--- src/rtl/call_responder.sv ---
// Nurse-call attendant responder: round-robin room arbitration, ack-driven
// cancel pulse, escalation on overdue calls and bounded wait for light clear.
module call_responder #(
  parameter int N_ROOMS     = 4,
  parameter int ESC_LIMIT   = 16,
  parameter int CLR_TIMEOUT = 4,
  localparam int RW = (N_ROOMS > 1) ? $clog2(N_ROOMS) : 1
) (
  input  logic               clk,
  input  logic               reset,
  input  logic [N_ROOMS-1:0] call_lights,
  input  logic               ack,
  output logic [N_ROOMS-1:0] cancel_out,
  output logic               busy,
  output logic [RW-1:0]      room_id,
  output logic               escalate,
  output logic [N_ROOMS-1:0] pending
);

  localparam int EW = $clog2(ESC_LIMIT + 1);
  localparam int TW = $clog2(CLR_TIMEOUT + 1);

  typedef enum logic [1:0] {
    IDLE,
    SERVE,
    CANCEL,
    WAIT_CLR
  } state_t;

  state_t             state, state_n;
  logic [RW-1:0]      room_n;
  logic [RW-1:0]      last_ptr, ptr_n;
  logic [EW-1:0]      esc_cnt, esc_n;
  logic [TW-1:0]      to_cnt, to_n;
  logic               ack_q;
  logic               ack_edge;
  logic [N_ROOMS-1:0] cancel_q;
  logic [RW-1:0]      win;
  logic               win_ok;
  logic [RW-1:0]      cand;

  assign ack_edge = ack & ~ack_q;

  // Search starts one past the last served room and wraps.
  always_comb begin
    win    = '0;
    win_ok = 1'b0;
    cand   = '0;
    for (int k = 1; k <= N_ROOMS; k++) begin
      cand = RW'((int'(last_ptr) + k) % N_ROOMS);
      if (!win_ok && call_lights[cand]) begin
        win_ok = 1'b1;
        win    = cand;
      end
    end
  end

  always_comb begin
    state_n = state;
    room_n  = room_id;
    ptr_n   = last_ptr;
    esc_n   = esc_cnt;
    to_n    = to_cnt;
    unique case (state)
      IDLE: begin
        if (win_ok) begin
          room_n  = win;
          esc_n   = '0;
          state_n = SERVE;
        end
      end
      SERVE: begin
        if (esc_cnt != EW'(ESC_LIMIT))
          esc_n = esc_cnt + EW'(1);
        // A dropped call beats a coincident ack edge.
        if (!call_lights[room_id]) begin
          state_n = IDLE;
          ptr_n   = room_id;
        end else if (ack_edge) begin
          state_n = CANCEL;
        end
      end
      CANCEL: begin
        to_n    = '0;
        state_n = WAIT_CLR;
      end
      WAIT_CLR: begin
        if (!call_lights[room_id] ||
            to_cnt == TW'(CLR_TIMEOUT - 1)) begin
          state_n = IDLE;
          ptr_n   = room_id;
        end else begin
          to_n = to_cnt + TW'(1);
        end
      end
      default: state_n = IDLE;
    endcase
  end

  always_ff @(posedge clk) begin
    if (reset) begin
      state    <= IDLE;
      room_id  <= '0;
      last_ptr <= RW'(N_ROOMS - 1);
      esc_cnt  <= '0;
      to_cnt   <= '0;
      ack_q    <= 1'b1;
      cancel_q <= '0;
      busy     <= 1'b0;
      escalate <= 1'b0;
      pending  <= '0;
    end else begin
      state    <= state_n;
      room_id  <= room_n;
      last_ptr <= ptr_n;
      esc_cnt  <= esc_n;
      to_cnt   <= to_n;
      ack_q    <= ack;
      busy     <= (state_n != IDLE);
      escalate <= (state_n == SERVE) &&
                  (esc_n == EW'(ESC_LIMIT));
      cancel_q <= (state_n == CANCEL) ?
                  (N_ROOMS'(1) << room_n) : '0;
      pending  <= call_lights;
    end
  end

  // Reset kills an in-flight pulse in the same cycle.
  assign cancel_out = reset ? '0 : cancel_q;

endmodule

--- config.mk ---
export PLATFORM = sky130hd
export DESIGN_NAME = call_responder
export DESIGN_NICKNAME = d
export VERILOG_FILES = /design/src/rtl/call_responder.sv
export SDC_FILE = /design/constraint.sdc
export NUM_CORES = 1
export LEC_CHECK = 0
export BUFFER_PORTS_ARGS = -buffer_cell sky130_fd_sc_hd__buf_2
export CAP_MARGIN = 15
export CORE_ASPECT_RATIO = 0.8
export CORE_MARGIN = 1
export CORE_UTILIZATION = 45
export CTS_BUF_LIST = sky130_fd_sc_hd__clkbuf_8
export DETAILED_ROUTE_END_ITERATION = 12
export HOLD_SLACK_MARGIN = 0.15
export PLACE_DENSITY_LB_ADDON = 0.1
export SLEW_MARGIN = 10
export SYNTH_ARGS = -nofsm -noshare
export SYNTH_HDL_FRONTEND = slang
export SYNTH_SLANG_ARGS = --single-unit
--- constraint.sdc ---
create_clock -name clk -period 3.22 [get_ports clk]
set_clock_uncertainty 0.1 [all_clocks]
set_input_delay 0.161 -clock clk [delete_from_list [all_inputs] [get_ports clk]]
set_output_delay 0.161 -clock clk [all_outputs]
set_load 0.02 [all_outputs]
==> out/results.ini <==
[synth]
avgSynthCellArea_um2 = 8.88
syn-cell-area_um2 = 1220
synth_top_cells_by_count = dfxtp_1 (25), nor2_1 (14), nand2_1 (11), a21oi_1 (10), nor2b_1 (8)
synth_warnings = 0
synth.top_cell.area_share_pct = 40.9
synth_area_leaders = dfxtp_1 (41%), nor2_1 (4.3%), a21oi_1 (4.1%)
yosysTopAreaCell = dfxtp_1
synth-seq-cells = 25
syn-instance-count = 138
synth_most_common_cell = dfxtp_1
synth-edff-count = 0
yosysSeqAreaShare_pct = 40.9
ys.flop_type = dfxtp_1
syn_nets = 149
synth.distinct_cells = 45
synthArstFlopShare_pct = 0

[floorplanning]
io_pins = 19
dieArea_um2 = 2940
core_um2 = 2500
die_x_um = 60.3
num_rows = 16
start_util_pct = 49.0
die_y_um = 48.7

[layout]
drive_gt1_share_pct = 20.1
nFillCells = 231
syn2layout_area_growth_pct = 16.1
n_antenna_cell = 0
utilization_pct = 56.9
fin_nets = 171

[clocking]
path_clk_slew_ps = 80
cts_resized = 0
cts_sinks = 25
clk_path_buf_depth = 2
clockRootBuffer = clkbuf_8
cts_tree = built
post_cts_buffers = 0
cts-hold-fix-buffers = 5
cts.htree.levels = 1
cts_buffers = 3
worstSkewPairLatency_ps = 260

[timing]
worst_slew_pin_slew_ps = 514
final_max_slew_viol_count = 0
fin_crit_ps = 1980
setup_ws_ps = 1240
setup_viol = 0
period_share_pct = 61.4
max_freq_mhz = 505
rsz0062_at_grt = false
final.setup.tns_ps = 0
slew_headroom_pct = 65.7
finalHoldViolations = 0

[grt]
gr-usage-met3_pct = 4.81
grt-busiest-layer = met1
grtUsageMet1_pct = 28.1
grt_max_degree = 26
grt_use_met2_pct = 25.1
grt_pass1_vias = 916
antenna_found_initial = 0
grt_usage_pct = 18.2
grt_pass1_wl_um = 4050
grt-ovfl-total = 0

[worst_setup_path]
required_ps = 3320
critical-path-slowest-cell = dfxtp_1
worstSetupStartpointType = flip-flop
path_buf_inv = 1
crit_path_end_kind = flip-flop
worstPathMaxFanout = 6
cp_cell_sequence = inv_1 -> ha_1 -> nor4bb_2 -> and3_1 -> a2111oi_2 -> nand4_1 -> nor3b_2
critPathArrivalTime_ps = 2080
crit_family = simple AND/OR/NAND/NOR gates
timing.rr.start = esc_cnt[0]$_SDFF_PP0_
r2r_cells = 7
reg2reg_to = escalate$_SDFF_PP0_
worst-r2r-setup-slack_ps = 1240
slowest_delay_ps = 420
path_class = flip-flop to flip-flop

[drt]
vias = 1047
drt_iter0_drc = 41
drc = 0
firstDrtPassIters = 4
via_per_inst = 5.37
wirelength_um = 2390
post_drt_wl_per_cell_um = 12.3
ant_nets = 0

[worst_hold_path]
hp-class = input port to flip-flop
min_to = esc_cnt[2]$_SDFF_PP0_
whs_path_depth = 2
min_from = reset

[power_and_ir_drop]
power.density_nw_per_um2 = 432
power_leakage_nw = 0.605
ir_drop_uv = 313

[placed_design]
post-place-ws_ps = 1270
hpwl_um = 1700
io_buffer_count = 18
gp_congestion = 0.804

[run]
drv_cap = 0

[outcome]
status = finished, final reports clean

[routing by layer]
layer / up-vias / share of wire, %
met5: - / 0
met4: 0 / 0.46
met3: 2 / 5.4
met2: 34 / 42
met1: 476 / 52
li1: 535 / -
[area by class of cell]
class / count / area (um2) / share of cell area [%]
clock inverters: 1 / 3.75 / 0.264
well taps: 36 / 45.0 / 3.17
repair buffers: 23 / 140 / 9.85
multi-input cells: 100 / 666 / 46.8
inverters: 7 / 26.3 / 1.85
flip-flops and latches: 25 / 500 / 35.2
clock buffers: 3 / 41.3 / 2.90
[registers in the layout, summed over array words and instances (netlist names)]
signal and cells:
esc_cnt 5, cancel_q 4, pending 4, to_cnt 3, last_ptr 2, room_id 2, state 2, ack_q 1
busy 1, escalate 1
[kinds of logic after synthesis]
group                    synth area share (%)
AO/OA/AOI/OAI                            20.4
adder cells (fa/ha/maj)                  4.09
buffers and inverters                    4.80
flip-flops                               40.9
multiplexers                             2.76
AND/OR/NAND/NOR                          27.1
[per-stage QoR]
stage	hold WS, ps	instance area (um2)	std cells	power (W)
final	223	1420	195	0.000615
after global placement	265	1330	186	0.000437
after detailed placement	274	1330	186	0.000438
after CTS	225	1420	195	0.000620
after global routing	232	1420	195	0.000648
after floorplan	133	1220	138	0.000414
[placed cells by master (no fill, tap or decap), types with 3 or more instances in the layout]
cell / netlist / final
nor2b_1: 8 / 8
a21oi_1: 10 / 10
a31oi_1: 3 / 3
o21ai_0: 6 / 6
clkbuf_8: 0 / 3
nand3_1: 3 / 3
nand2_1: 11 / 11
nor3_1: 3 / 3
dfxtp_1: 25 / 25
inv_1: 7 / 8
nand2b_1: 4 / 4
ha_1: 4 / 4
dlygate4sd3_1: 0 / 5
buf_2: 2 / 18
nor2_1: 14 / 14
[report_power, final]
part,internal (W),switching [W],total (W)
Sequential,0.000323,0.0000177,0.000340
Combinational,0.0000391,0.0000573,0.0000964
Clock,0.0000852,0.0000927,0.000178
Total,0.000447,0.000168,0.000615
[worst max-delay path by stage]
stage | startpoint | endpoint | slack, ps | cells after the start
2_1_floorplan | room_id[1]$_SDFF_PP0_ | to_cnt[2]$_SDFFE_PP0P_ | 1400 | 6
3_3_place_gp | esc_cnt[0]$_SDFF_PP0_ | escalate$_SDFF_PP0_ | 1390 | 7
3_5_place_dp | esc_cnt[0]$_SDFF_PP0_ | escalate$_SDFF_PP0_ | 1270 | 7
4_1_cts | esc_cnt[0]$_SDFF_PP0_ | escalate$_SDFF_PP0_ | 1250 | 7
5_1_grt | esc_cnt[0]$_SDFF_PP0_ | escalate$_SDFF_PP0_ | 1090 | 7
6_report | esc_cnt[0]$_SDFF_PP0_ | escalate$_SDFF_PP0_ | 1240 | 7
Power figures use the tool's default switching activity.
